`src/rtl/spare_remap_pkg.sv`:
```
`default_nettype none
// ============================================================================
//  Module   : spare_remap_pkg
//  Purpose  : Shared width-derivation helpers and the FSM state encoding for
//             the spare-column remapper.
//  Contents : col_w()   - logical column index width
//             spare_w() - spare index width (never narrower than 1)
//             phys_w()  - physical column width (one extra bit addresses the
//                         spare region above NUM_COLS)
//             state_t   - ACTIVE / DRAIN / LOAD
//  Revision : 1.0 - initial release
// ============================================================================
package spare_remap_pkg;

    function automatic int col_w(input int num_cols);
        return (num_cols > 1) ? $clog2(num_cols) : 1;
    endfunction

    function automatic int spare_w(input int num_spares);
        return (num_spares > 1) ? $clog2(num_spares) : 1;
    endfunction

    function automatic int phys_w(input int num_cols);
        return col_w(num_cols) + 1;
    endfunction

    typedef enum logic [1:0] {
        ACTIVE = 2'd0,
        DRAIN  = 2'd1,
        LOAD   = 2'd2
    } state_t;

endpackage : spare_remap_pkg
`default_nettype wire

```
`src/rtl/spare_col_remapper_if.sv`:
```
`default_nettype none
// ============================================================================
//  Module   : spare_col_remapper_if
//  Purpose  : Lookup request/response bundle between the array access path
//             (master) and the remapper (slave).
//  Signals  : req_valid/req_ready/req_col             - lookup request
//             rsp_valid/rsp_ready/rsp_phys/
//             rsp_is_spare/rsp_spare_idx               - lookup result
//  Revision : 1.0 - initial release
// ============================================================================
interface spare_col_remapper_if #(
    parameter int NUM_COLS   = 256,
    parameter int NUM_SPARES = 8
) ();
    import spare_remap_pkg::*;

    localparam int COL_W   = col_w(NUM_COLS);
    localparam int SPARE_W = spare_w(NUM_SPARES);
    localparam int PHYS_W  = phys_w(NUM_COLS);

    logic               req_valid;
    logic               req_ready;
    logic [COL_W-1:0]   req_col;
    logic               rsp_valid;
    logic               rsp_ready;
    logic [PHYS_W-1:0]  rsp_phys;
    logic               rsp_is_spare;
    logic [SPARE_W-1:0] rsp_spare_idx;

    modport master (
        output req_valid, req_col, rsp_ready,
        input  req_ready, rsp_valid, rsp_phys, rsp_is_spare, rsp_spare_idx
    );

    modport slave (
        input  req_valid, req_col, rsp_ready,
        output req_ready, rsp_valid, rsp_phys, rsp_is_spare, rsp_spare_idx
    );

endinterface : spare_col_remapper_if
`default_nettype wire

```
`src/rtl/spare_col_remapper_match_encoder.sv`:
```
`default_nettype none
// ============================================================================
//  Module   : spare_match_encoder
//  Purpose  : Combinational parallel compare of one column against every
//             valid remap entry, followed by a lowest-index priority encode.
//  Ports    : col       in  column to look up
//             entries   in  faulty column held by each spare
//             entry_vld in  per-spare valid bits
//             hit       out at least one valid entry matches
//             idx       out lowest matching spare index (0 when no hit)
//  Revision : 1.0 - initial release
// ============================================================================
module spare_match_encoder
    import spare_remap_pkg::*;
#(
    parameter  int NUM_COLS   = 256,
    parameter  int NUM_SPARES = 8,
    localparam int COL_W      = col_w(NUM_COLS),
    localparam int SPARE_W    = spare_w(NUM_SPARES)
) (
    input  logic [COL_W-1:0]                  col,
    input  logic [NUM_SPARES-1:0][COL_W-1:0]  entries,
    input  logic [NUM_SPARES-1:0]             entry_vld,
    output logic                              hit,
    output logic [SPARE_W-1:0]                idx
);

    logic [NUM_SPARES-1:0] w_match;

    generate
        for (genvar g = 0; g < NUM_SPARES; g++) begin : g_cmp
            assign w_match[g] = entry_vld[g] && (entries[g] == col);
        end
    endgenerate

    // Scan from the top down so the last assignment is the lowest match.
    always_comb begin
        hit = |w_match;
        idx = '0;
        for (int i = NUM_SPARES - 1; i >= 0; i--) begin
            if (w_match[i]) begin
                idx = SPARE_W'(i);
            end
        end
    end

endmodule : spare_match_encoder
`default_nettype wire

```
`src/rtl/spare_col_remapper.sv`:
```
`default_nettype none
// ============================================================================
//  Module   : spare_col_remapper
//  Purpose  : Runtime spare-column remap. A table of faulty columns (one per
//             spare) is loaded serially; every logical column lookup is then
//             translated to a physical column, faulty ones being steered to
//             NUM_COLS + spare index. Two-stage stall-all pipeline.
//  Ports    : clk, rst_n                 clock, async active-low reset
//             cfg_start                  request a table reload
//             cfg_valid/cfg_ready/
//             cfg_col/cfg_last           serial table load
//             bus (slave)                lookup request/response handshake
//             spares_used                number of entries loaded
//             dup_err, ovf_err           sticky load errors
//             redirect_count             (only with SPARE_COL_REMAPPER_STATS_EN)
//                                        saturating count of redirected
//                                        responses, cleared on reload
//  Options  : SPARE_COL_REMAPPER_STATS_EN - adds redirect_count
//  Revision : 1.0 - initial release
// ============================================================================
module spare_col_remapper
    import spare_remap_pkg::*;
#(
    parameter  int NUM_COLS   = 256,
    parameter  int NUM_SPARES = 8,
    localparam int COL_W      = col_w(NUM_COLS),
    localparam int SPARE_W    = spare_w(NUM_SPARES),
    localparam int PHYS_W     = phys_w(NUM_COLS)
) (
    input  logic                 clk,
    input  logic                 rst_n,
    input  logic                 cfg_start,
    input  logic                 cfg_valid,
    output logic                 cfg_ready,
    input  logic [COL_W-1:0]     cfg_col,
    input  logic                 cfg_last,
    spare_col_remapper_if.slave  bus,
    output logic [SPARE_W:0]     spares_used,
    output logic                 dup_err,
`ifdef SPARE_COL_REMAPPER_STATS_EN
    output logic [31:0]          redirect_count,
`endif
    output logic                 ovf_err
);

    localparam logic [SPARE_W:0]  C_MAX_COUNT = (SPARE_W+1)'(NUM_SPARES);
    localparam logic [PHYS_W-1:0] C_SPARE_BASE = PHYS_W'(NUM_COLS);

    state_t                           r_state;
    logic [NUM_SPARES-1:0][COL_W-1:0] r_entry;
    logic [NUM_SPARES-1:0]            r_entry_vld;
    logic [SPARE_W:0]                 r_count;
    logic                             r_dup_err;
    logic                             r_ovf_err;

    logic                             r_s1_valid;
    logic [COL_W-1:0]                 r_s1_col;
    logic                             r_rsp_valid;
    logic [PHYS_W-1:0]                r_rsp_phys;
    logic                             r_rsp_is_spare;
    logic [SPARE_W-1:0]               r_rsp_idx;

    logic                             w_advance;
    logic                             w_req_ready;
    logic                             w_req_fire;
    logic                             w_room;
    logic [SPARE_W-1:0]               w_wr_idx;
    logic                             w_dup;
    logic                             w_hit;
    logic [SPARE_W-1:0]               w_idx;

    // Whole pipeline moves together; a stalled response freezes stage 1 too.
    assign w_advance   = !r_rsp_valid || bus.rsp_ready;
    assign w_req_ready = (r_state == ACTIVE) && w_advance;
    assign w_req_fire  = bus.req_valid && w_req_ready;
    assign w_room      = (r_count < C_MAX_COUNT);
    assign w_wr_idx    = r_count[SPARE_W-1:0];

    // Duplicate check against entries already valid before this write.
    always_comb begin
        w_dup = 1'b0;
        for (int i = 0; i < NUM_SPARES; i++) begin
            if (r_entry_vld[i] && (r_entry[i] == cfg_col)) begin
                w_dup = 1'b1;
            end
        end
    end

    spare_match_encoder #(
        .NUM_COLS   (NUM_COLS),
        .NUM_SPARES (NUM_SPARES)
    ) u_lookup (
        .col       (r_s1_col),
        .entries   (r_entry),
        .entry_vld (r_entry_vld),
        .hit       (w_hit),
        .idx       (w_idx)
    );

    // ------------------------------------------------------------------
    // Control FSM and remap table. The table is only rewritten in LOAD,
    // which is entered solely from an empty pipeline, so in-flight
    // lookups always see the table they were accepted against.
    // ------------------------------------------------------------------
    always_ff @(posedge clk or negedge rst_n) begin
        if (!rst_n) begin
            r_state     <= ACTIVE;
            r_entry     <= '0;
            r_entry_vld <= '0;
            r_count     <= '0;
            r_dup_err   <= 1'b0;
            r_ovf_err   <= 1'b0;
        end else begin
            case (r_state)
                ACTIVE: begin
                    if (cfg_start) begin
                        r_state   <= DRAIN;
                        r_dup_err <= 1'b0;
                        r_ovf_err <= 1'b0;
                    end
                end
                DRAIN: begin
                    if (!r_s1_valid && !r_rsp_valid) begin
                        r_state     <= LOAD;
                        r_entry_vld <= '0;
                        r_count     <= '0;
                    end
                end
                LOAD: begin
                    if (cfg_valid) begin
                        if (w_room) begin
                            r_entry[w_wr_idx]     <= cfg_col;
                            r_entry_vld[w_wr_idx] <= 1'b1;
                            r_count               <= r_count + 1'b1;
                            if (w_dup) begin
                                r_dup_err <= 1'b1;
                            end
                        end else begin
                            r_ovf_err <= 1'b1;
                        end
                        if (cfg_last) begin
                            r_state <= ACTIVE;
                        end
                    end
                end
                default: r_state <= ACTIVE;
            endcase
        end
    end

    // ------------------------------------------------------------------
    // Lookup pipeline: stage 1 holds the accepted column, stage 2 holds
    // the encoded result that is presented on the response port.
    // ------------------------------------------------------------------
    always_ff @(posedge clk or negedge rst_n) begin
        if (!rst_n) begin
            r_s1_valid     <= 1'b0;
            r_s1_col       <= '0;
            r_rsp_valid    <= 1'b0;
            r_rsp_phys     <= '0;
            r_rsp_is_spare <= 1'b0;
            r_rsp_idx      <= '0;
        end else if (w_advance) begin
            r_s1_valid     <= w_req_fire;
            r_s1_col       <= bus.req_col;
            r_rsp_valid    <= r_s1_valid;
            r_rsp_phys     <= w_hit ? (C_SPARE_BASE + PHYS_W'(w_idx))
                                    : {1'b0, r_s1_col};
            r_rsp_is_spare <= w_hit;
            r_rsp_idx      <= w_hit ? w_idx : '0;
        end
    end

`ifdef SPARE_COL_REMAPPER_STATS_EN
    logic [31:0] r_redirect_count;

    always_ff @(posedge clk or negedge rst_n) begin
        if (!rst_n) begin
            r_redirect_count <= '0;
        end else if (r_state == ACTIVE && cfg_start) begin
            r_redirect_count <= '0;
        end else if (r_rsp_valid && bus.rsp_ready && r_rsp_is_spare &&
                     (r_redirect_count != 32'hFFFF_FFFF)) begin
            r_redirect_count <= r_redirect_count + 32'd1;
        end
    end

    assign redirect_count = r_redirect_count;
`endif

    assign cfg_ready         = (r_state == LOAD);
    assign bus.req_ready     = w_req_ready;
    assign bus.rsp_valid     = r_rsp_valid;
    assign bus.rsp_phys      = r_rsp_phys;
    assign bus.rsp_is_spare  = r_rsp_is_spare;
    assign bus.rsp_spare_idx = r_rsp_idx;
    assign spares_used       = r_count;
    assign dup_err           = r_dup_err;
    assign ovf_err           = r_ovf_err;

endmodule : spare_col_remapper
`default_nettype wire
```
`src/flat_wrapper.sv`:
```
// flat-port wrapper written by rule: the top's interface ports become plain ports
module spare_col_remapper_flat import spare_remap_pkg::*;
#(
    parameter  int NUM_COLS   = 256,
    parameter  int NUM_SPARES = 8,
    localparam int COL_W      = col_w(NUM_COLS),
    localparam int SPARE_W    = spare_w(NUM_SPARES),
    localparam int PHYS_W     = phys_w(NUM_COLS)
)
  (clk, rst_n, cfg_start, cfg_valid, cfg_ready, cfg_col, cfg_last, spares_used, dup_err, ovf_err, bus_req_valid, bus_req_col, bus_rsp_ready, bus_req_ready, bus_rsp_valid, bus_rsp_phys, bus_rsp_is_spare, bus_rsp_spare_idx);
  spare_col_remapper_if #(.NUM_COLS(NUM_COLS), .NUM_SPARES(NUM_SPARES)) bus_i ();
  input  logic clk;
  input  logic rst_n;
  input  logic cfg_start;
  input  logic cfg_valid;
  output logic cfg_ready;
  input  logic [COL_W-1:0] cfg_col;
  input  logic cfg_last;
  output logic [SPARE_W:0] spares_used;
  output logic dup_err;
  output logic ovf_err;
  input wire logic [$bits(bus_i.req_valid)-1:0] bus_req_valid;
  input wire logic [$bits(bus_i.req_col)-1:0] bus_req_col;
  input wire logic [$bits(bus_i.rsp_ready)-1:0] bus_rsp_ready;
  output wire logic [$bits(bus_i.req_ready)-1:0] bus_req_ready;
  output wire logic [$bits(bus_i.rsp_valid)-1:0] bus_rsp_valid;
  output wire logic [$bits(bus_i.rsp_phys)-1:0] bus_rsp_phys;
  output wire logic [$bits(bus_i.rsp_is_spare)-1:0] bus_rsp_is_spare;
  output wire logic [$bits(bus_i.rsp_spare_idx)-1:0] bus_rsp_spare_idx;
  assign bus_i.req_valid = bus_req_valid;
  assign bus_i.req_col = bus_req_col;
  assign bus_i.rsp_ready = bus_rsp_ready;
  assign bus_req_ready = bus_i.req_ready;
  assign bus_rsp_valid = bus_i.rsp_valid;
  assign bus_rsp_phys = bus_i.rsp_phys;
  assign bus_rsp_is_spare = bus_i.rsp_is_spare;
  assign bus_rsp_spare_idx = bus_i.rsp_spare_idx;
  spare_col_remapper #(.NUM_COLS(NUM_COLS), .NUM_SPARES(NUM_SPARES)) u_core (.clk(clk), .rst_n(rst_n), .cfg_start(cfg_start), .cfg_valid(cfg_valid), .cfg_ready(cfg_ready), .cfg_col(cfg_col), .cfg_last(cfg_last), .bus(bus_i), .spares_used(spares_used), .dup_err(dup_err), .ovf_err(ovf_err));
endmodule
```
`config.mk`:
```
export PLATFORM = sky130hd
export DESIGN_NAME = spare_col_remapper_flat
export DESIGN_NICKNAME = d
export VERILOG_FILES = /design/src/rtl/spare_remap_pkg.sv /design/src/rtl/spare_col_remapper_if.sv /design/src/rtl/spare_col_remapper_match_encoder.sv /design/src/rtl/spare_col_remapper.sv /design/src/flat_wrapper.sv
export SDC_FILE = /design/constraint.sdc
export NUM_CORES = 1
export LEC_CHECK = 0
export CELL_PAD_IN_SITES_DETAIL_PLACEMENT = 0
export CELL_PAD_IN_SITES_GLOBAL_PLACEMENT = 1
export CORE_MARGIN = 8
export CORE_UTILIZATION = 47
export CTS_CLUSTER_DIAMETER = 80
export DETAILED_ROUTE_END_ITERATION = 8
export GPL_TIMING_DRIVEN = 0
export HOLD_SLACK_MARGIN = 0.06
export PLACE_DENSITY_LB_ADDON = 0.1
export SLEW_MARGIN = 20
export SYNTH_ARGS = -nofsm -noshare
export SYNTH_HDL_FRONTEND = slang
export SYNTH_SLANG_ARGS = --single-unit
```
`constraint.sdc`:
```
create_clock -name clk -period 2.7 [get_ports clk]
set_clock_uncertainty 0.1 [all_clocks]
set_input_delay 0.27 -clock clk [delete_from_list [all_inputs] [get_ports clk]]
set_output_delay 0.27 -clock clk [all_outputs]
set_load 0.05 [all_outputs]
```
Word level (Yosys, flattened, before mapping)
Index checks and enable logic that the tools add are counted.

Flip-flop bits (word level): 103. Bits of input ports: 23. Output and inout bits: 22. Word-level logic and storage cells: 126.

$add $sub $neg: 2. Magnitude comparators: 3. Equal/unequal tests: 25. Muxes and demuxes: 44. Bitwise operators: 1. Reductions and logical operators: 32.

Operators by type and width (count): equality test 8 bit (16); bitwise mux 64 bit (1); two-way mux 8 bit (4); two-way mux 3 bit (9); demux 8 bit (select 3 bit) (1); logical AND 1 bit (20); one-hot mux 8 bit (2 select lines) (1); two-way mux 1 bit (15); two-way mux 4 bit (3); AND reduction 4 bit (3); adder 9 x 3 -> 9 bit, first input constant (1); two-way mux 9 bit (1); two-way mux 2 bit (4); != test 2 x 1 -> 1 bit, second input constant (4); bitwise OR 8 bit (1); one-hot mux 4 bit (2 select lines) (1); OR reduction 8 bit (1); != test 2 bit, second input constant (3); one-hot mux 2 bit (3 select lines) (1); AND reduction 5 bit (1); adder 4 x 1 -> 4 bit, second input constant (1); less-than comparator 3 x 4 -> 1 bit, second input constant (1); less-than comparator 4 bit, second input constant (1); one-hot mux 1 bit (2 select lines) (2); 9 further kinds (11).

Logic depth before layout (Yosys ltp)
Gate-level depths: netlist of the first run.

Word-level depth: 14. Gate-level depth with buffers: 8. Mapped depth without buffers: 6.

Hierarchy
A second synthesis of the first run with hierarchy kept.

Cells, all modules: 524. Area total of the unflattened synthesis: 5676.7 µm².

By module, submodules not included: spare_col_remapper (instances 1, cells an instance 402, area each 4727.0 µm², sequential area each 2552.4 µm²); spare_match_encoder (instances 1, cells an instance 122, area each 949.7 µm², sequential area each 0.0 µm²).

Least setup slack after synthesis of the first run
Ideal clock, no wire load.

Path type: reg2reg. Start: reg u_core.r_rsp_valid (netlist: u_core.bus.rsp_valid). End: reg u_core.r_s1_valid. Library setup time: 0.073 ns. Arrival: 2.272 ns. Data required time: 2.527 ns. Path slack: 0.255 ns. Stages on the path, launching flop included: 5. Path buffers: 1. Clock period less this slack: 2.445 ns. Cells stage by stage: dfrtp_1 nor2b_1 clkbuf_1 nor3_1 a22o_1.

Longest elaborated chain between the ends: 4.

Ends and longest elaborated chain: start: declaration (line spare_col_remapper.sv:58) `logic r_rsp_valid;`; start signal: assignment (line spare_col_remapper.sv:166) `r_rsp_valid <= r_s1_valid;`; logical NOT 1 bit (line spare_col_remapper.sv:73) `assign w_advance = !r_rsp_valid || bus.rsp_ready;`; logical OR 1 bit (line spare_col_remapper.sv:73); logical AND 1 bit (line spare_col_remapper.sv:74) `assign w_req_ready = (r_state == ACTIVE) && w_advance;`; named net bus_req_ready (line flat_wrapper.sv:25) `output wire logic [$bits(bus_i.req_ready)-1:0] bus_req_ready;`; logical AND 1 bit (line spare_col_remapper.sv:75) `assign w_req_fire = bus.req_valid && w_req_ready;`; end signal: assignment (line spare_col_remapper.sv:164) `r_s1_valid <= w_req_fire;`; end: declaration (line spare_col_remapper.sv:56) `logic r_s1_valid;`.

The timed path passes the listed nets, and every way through them passes these cells. A chain may end at the register's enable or synchronous reset.

Worst setup path after layout of the first run
Start: reg u_core.r_s1_col[0]. End: reg u_core.r_rsp_phys[0] (netlist: u_core.bus.rsp_phys[0]).

Longest elaborated chain between the ends: 12. Elaborated cells on any way between the ends: 27. Those cells by class: 1 x add/sub; 8 x eq/ne; 9 x mux; 9 x reduce/logical.

Ends and longest elaborated chain: start: declaration (line spare_col_remapper.sv:57) `logic [COL_W-1:0] r_s1_col;`; start signal: assignment (line spare_col_remapper.sv:165) `r_s1_col <= bus.req_col;`; equality test 8 bit (line spare_col_remapper_match_encoder.sv:32) `assign w_match[g] = entry_vld[g] && (entries[g] == col);`; logical AND 1 bit (line spare_col_remapper_match_encoder.sv:32); two-way mux 3 bit (8 in series) (line spare_col_remapper_match_encoder.sv:41) `if (w_match[i]) begin`; adder 9 x 3 -> 9 bit (line spare_col_remapper.sv:167) `r_rsp_phys <= w_hit ? (C_SPARE_BASE + PHYS_W'(w_idx))`; two-way mux 9 bit (*) (line spare_col_remapper.sv:167); end signal: assignment (line spare_col_remapper.sv:167); end: declaration (line spare_col_remapper.sv:59) `logic [PHYS_W-1:0] r_rsp_phys;`.

Mark *: on every way between the ends. The rest lies on a longest branch, timed or not.

==> results of run 1 <==
-- worst max-delay path, stage by stage (launching register included) --
cell and delay, ns:
dfrtp_1 0.32, buf_2 0.34, xnor2_1 0.16, nand4_1 0.14
nor4_2 0.53, nor2_1 0.13, and4b_1 0.20, clkbuf_1 0.18
a221o_1 0.32
-- layout make-up --
cell class | count | area, sq um | area share
clock buffer | 13 | 240 | 0.0378
timing repair buffer | 39 | 407 | 0.0639
tap | 143 | 179 | 0.0281
sequential | 102 | 2550 | 0.401
clock inverter | 2 | 10.0 | 0.00157
inverter | 7 | 26.3 | 0.00413
multi-input combinational | 336 | 2780 | 0.437
buffer | 34 | 170 | 0.0267
-- timing repair --
item	4_1_cts	5_1_grt
gates resized for setup	0	3
endpoints found under the hold margin	41	0
hold buffers	1	0
setup endpoints to repair	0	7
-- final timing paths --
path                                        startpoint                     endpoint  slack [ns]  cells after the start
setup / recovery                    u_core.r_s1_col[0]       u_core.bus.rsp_phys[0]        0.17                      8
hold / removal                                   rst_n           u_core.r_s1_col[2]        0.31                      2
hold reg to reg            u_core.bus.rsp_spare_idx[0]  u_core.bus.rsp_spare_idx[0]        0.38                      1
max in group asynchronous                        rst_n        u_core.spares_used[2]        1.54                      3
setup reg to reg                    u_core.r_s1_col[0]       u_core.bus.rsp_phys[0]        0.17                      8
min in group clk           u_core.bus.rsp_spare_idx[0]  u_core.bus.rsp_spare_idx[0]        0.38                      1
-- per-stage QoR --
stage | setup WS [ns] | TNS (ns) | util
final | 0.171 | 0 | 0.557
after detailed placement | 0.0515 | 0 | 0.533
after global routing | 0.0128 | 0 | 0.557
after CTS | 0.0257 | 0 | 0.556
after global placement | -2.73 | -280.55 | 0.530
after floorplan | 0.255 | 0 | -
-- cells in the mapped netlist, drive strengths merged --
master   number
clkbuf       21
nand4        17
dfrtp       102
nand4b        2
nor2b         1
o21ai         7
nor3b         2
a221o         1
ha            1
mux2         72
nor2         16
o41ai         1
o22ai         1
xor2         60
nand3        10
or2           2
xnor2        69
buf          13
a2bb2oi       1
or3           3
and3          1
nand2        14
a21oi        10
and2b         1
a21o          1
or4           1
and4b         1
o31a          1
a31oi         1
nor3         14
a41o          1
a22o          8
o31ai         1
inv           7
nor4         14
nand2b        1
-- state kept, by name (all words and copies together), names as in the netlist --
register,flops
u_core.bus.rsp_phys,9
u_core.bus.rsp_spare_idx,3
u_core.bus.rsp_valid,1
u_core.dup_err,1
u_core.ovf_err,1
u_core.r_entry,64
u_core.r_entry_vld,8
u_core.r_s1_col,8
u_core.r_s1_valid,1
u_core.r_state,2
u_core.spares_used,4
-- power by group --
| part | total, uW | internal [uW] | switching (uW) | leakage (uW) |
|---|---|---|---|---|
| combinational | 2090 | 956 | 1130 | 0.00133 |
| clock | 1150 | 618 | 536 | 0.000123 |
| sequential | 2240 | 1890 | 347 | 0.00136 |
| total | 5480 | 3470 | 2010 | 0.00280 |
-- cell families (layout without fill, tap and decap cells) --
logic type,count (synthesis),after routing
compound gates,34,34
fa+ha+maj,1,1
simple gates,100,100
buf+inv,41,95
xor+xnor,129,129
mux,72,72
flops,102,102
-- per-layer routing --
metal  vias up  routed length (um)  part of all wire  track usage
li1       1748                   -                 -            -
met1      1849                6540              0.46        0.250
met2        79                6520              0.46        0.292
met3        16                 780             0.055       0.0387
met4         0                 264             0.019       0.0709
met5         -                   0                 0            0
==> results.cfg, run 1 <==
[finish]
num_antenna_cells = 0
final_cell_mix = dfrtp_1 (102), mux2_2 (72), xnor2_1 (69)
final_nets = 553
drive_above_1_share = 0.201
syn_to_final_growth_pct = 15.5
final_cell_area_sq_mm = 0.00636
final_common_cell = dfrtp_1
n_fill_cell = 1055
finalNonFillerCells = 676

[floorplan]
start_util = 0.482
die_width_um = 124
io-pin-count = 45
die_h_um = 124
rows = 39
core_area_sq_mm = 0.0114
die_area_sq_mm = 0.0154

[synth]
avgSynthCellArea_sq_um = 11.5
synth_cell_types = 42
synth_seq_area_share = 0.463
yosys.area.top_type = dfrtp_1
synth_area_sq_mm = 0.00551
synth_top_area_frac = 0.463
syn_nets = 503
yosysWarnings = 0
synth_seq_cells = 102
synth-compound-area-share = 0.0416
synth_top_family_by_area = XOR/XNOR gates
netlist_instances = 479
yosys.area_share.simple = 0.105
synthMuxAreaShare = 0.147
synth_xor_area_frac = 0.205
yosys-top-cells-area = dfrtp_1 (46%), mux2_2 (15%), xnor2_1 (11%)
synthAdderAreaFrac = 0.00227

[sta]
fin_crit_ns = 2.53
hold_viol_final = 0
rsz0062_at_grt = false
setup-violations-final = 0
finalMaxSlewViolations = 0
max_freq_mhz = 395
max_slew.worst_pin.slew_ns = 0.804
maxSlewHeadroom = 0.460
min_period_over_period = 0.937
hold_slack_ns = 0.309

[clock_network]
clkSlewWorstSetupHoldPaths_ns = 0.07
clk_latency_ns = 0.35
cts.sinks = 102
post_cts_buffers = 0
cts-root-buf = clkbuf_16
clock_path_buffers = 2
cts_buffers = 9
h-tree-depth = 3
cts_tree = built

[detailed_routing]
viasPerCell = 5.46
drc = 0
via_count = 3692
routed_wirelength_mm = 14.1
drtPass1Iterations = 4
drtIter0Drc = 203
antenna_left = 0
routedWlPerCell_um = 20.9

[power_and_ir_drop]
p_leak_uw = 0.00280
finalPower_uw = 5480
cellPowerDensity_mw_per_mm2 = 861
ir_worst_vdd_v = 0.000594

[run]
max-cap-violations = 0

[global_routing]
grt_usage = 0.187
overflow = 0
grt_start_max_net_pins = 62
grt_antenna_before_repair = 0
first_global_vias = 3886
grt_pass1_wl_mm = 22.5

[place]
place_congestion = 0.800
dp_hpwl_mm = 9.78
place_inst = 660
dpl_cell_area_sq_mm = 0.00609
port-buffer-count = 36

[critical_path]
path_class = reg -> reg
crit_required_ns = 2.83
cp.arrival_ns = 2.66
critPathMaxFanout = 10
start_kind = register
cp-end-kind = register

[hold_path]
min_path_type = in -> async

[outcome]
status = finished, final reports clean
Power figures use the tool's default switching activity.
==> inputs of run 2 (changes only) <==
--- a/config.mk
+++ b/config.mk
@@ -13,7 +13,7 @@
 export DETAILED_ROUTE_END_ITERATION = 8
 export GPL_TIMING_DRIVEN = 0
 export HOLD_SLACK_MARGIN = 0.06
-export PLACE_DENSITY_LB_ADDON = 0.1
+export PLACE_DENSITY = 0.81
 export SLEW_MARGIN = 20
 export SYNTH_ARGS = -nofsm -noshare
 export SYNTH_HDL_FRONTEND = slang
==> run 2 against run 1 <==
  * Critical path depth unchanged
  * Cell count up 0.15%
  * Combinational power about the same
  * First-iteration DRC count up 36%
  * Maximum frequency down 3.6%
  * Clock-buffer cell count up 3
  * Worst setup slack worse by 0.095 ns
  * Sequential share of layout area down 0.12 points
  * Final area up 0.30%
  * Global-route usage down 0.33 points
  * Hold slack worse by 0.054 ns
  * Critical endpoint unchanged
==> results.cfg, run 2 (synthesized netlist as in run 1, its figures left out) <==
[sta]
setup-violations-final = 0
max_freq_mhz = 381
min_period_over_period = 0.972
maxSlewHeadroom = 0.499
hold_viol_final = 0
rsz0062_at_grt = false
finalSetupTns_ns = 0
fin_crit_ns = 2.62
finalMaxSlewViolations = 0
max_slew.worst_pin.slew_ns = 0.752

[critical_path]
path_class = reg -> reg
critPathMaxFanout = 10
cp_slowest_stage_delay_ns = 0.55
cp.arrival_ns = 2.76
path_cells = buf_4 > xnor2_1 > nand3_1 > nor4_1 > nor2_1 > and4b_1 > clkbuf_1 > a221o_1
crit_required_ns = 2.83
timing.rr.start = u_core.r_s1_col[5]
start_kind = register
crit_end = u_core.bus.rsp_phys[0]
startpoint = u_core.r_s1_col[5]
slowest_stage = nor4_1
cp-end-kind = register
reg2regPathDepth = 8
r2r_slack_ns = 0.08
r2r_end = u_core.bus.rsp_phys[0]

[clock_network]
cts-root-buf = clkbuf_16
cts_buffers = 9
cts.sinks = 102
cts_tree = built
clkSlewWorstSetupHoldPaths_ns = 0.06
h-tree-depth = 3
clk_latency_ns = 0.35
clock_path_buffers = 2

[power_and_ir_drop]
ir_worst_vdd_v = 0.000559
cellPowerDensity_mw_per_mm2 = 875
p_leak_uw = 0.00282

[global_routing]
grt_usage = 0.184
grt_antenna_before_repair = 0
grt_pass1_wl_mm = 22.3
grt_start_max_net_pins = 77
overflow = 0
first_global_vias = 3950

[finish]
regMostFlops = u_core.r_entry
num_antenna_cells = 0
multi_input_comb_area_sq_mm = 0.00277
syn_to_final_growth_pct = 15.9
drive_above_1_share = 0.199
finalNonFillerCells = 677
final_common_cell = dfrtp_1
n_fill_cell = 1021
largest_register_ffs = 64
register_area_sq_mm = 0.00255
final_cell_mix = dfrtp_1 (102), mux2_2 (72), xnor2_1 (69)
final_cell_area_sq_mm = 0.00638
final_nets = 553

[place]
place_congestion = 0.881
port-buffer-count = 36
dpl_cell_area_sq_mm = 0.00609
place_inst = 660
dp_hpwl_mm = 9.52

[hold_path]
min_path_type = in -> async

[detailed_routing]
viasPerCell = 5.53
drtIter0Drc = 276
drtPass1Iterations = 4
via_count = 3746
routed_wirelength_mm = 14.0
routedWlPerCell_um = 20.7
drc = 0
antenna_left = 0

[floorplan]
start_util = 0.482
die_width_um = 124
core_area_sq_mm = 0.0114
io-pin-count = 45
die_area_sq_mm = 0.0154
die_h_um = 124
rows = 39

[outcome]
status = finished, final reports clean

[run]
max-cap-violations = 0
## run 2: final cells by class
cell class,count,area share
Sequential cell,102,0.400
Tap cell,143,0.0280
Multi-Input combinational cell,336,0.433
Clock buffer,16,0.0441
Timing Repair Buffer,39,0.0637
Buffer,34,0.0267
Inverter,7,0.00412
## run 2: through the flow
step / hold slack, ns / setup WS, ns / power, uW / utilization
4_1_cts: 0.254 / 0.0437 / 5620 / 0.559
2_1_floorplan: -0.126 / 0.255 / 3750 / -
5_1_grt: 0.276 / 0.0194 / 5890 / 0.559
3_5_place_dp: 0.0538 / 0.0662 / 4350 / 0.533
6_report: 0.256 / 0.0752 / 5580 / 0.559
3_3_place_gp: 0.366 / -2.57 / 4270 / 0.530
## run 2: what timing repair did
action / in CTS / in global routing
gates resized for setup: 0 / 1
endpoints found under the setup margin: 0 / 1
hold endpoints to repair: 56 / 0
hold buffers: 1 / 0
buffers inserted: 0 / 0
## run 2: power by group
part,switching (uW),internal (uW)
registers,348,1890
clock network,551,704
logic,1130,956
## run 2: worst min-delay path by stage
stage / from / endpoint / cells past startpoint / slack [ns]
global placement: u_core.bus.rsp_spare_idx[2] / u_core.bus.rsp_spare_idx[2] / 2 / 0.37
floorplan: rst_n / u_core.bus.rsp_phys[0] / 0 / -0.13
global route: rst_n / u_core.r_s1_col[5] / 2 / 0.28
CTS: rst_n / u_core.r_s1_col[5] / 2 / 0.25
detailed placement: rst_n / u_core.r_s1_col[5] / 1 / 0.05
finish: rst_n / u_core.r_s1_col[5] / 2 / 0.26
## run 2: per-layer routing
layer,up-vias,track usage,part of all wire
li1,1743,-,-
met1,1909,0.239,0.45
met2,77,0.296,0.48
met3,17,0.0489,0.045
met4,0,0.0482,0.017
met5,-,0,0
## run 2: critical path, delay by kind of cell (launching register included)
kind | cells | cell delay [ns]
and+or+nand+nor | 4 | 1.12
buffers and inverters | 2 | 0.40
DFF | 1 | 0.37
AOI/OAI and AO/OA | 1 | 0.32
xor gates and xnor gates | 1 | 0.21
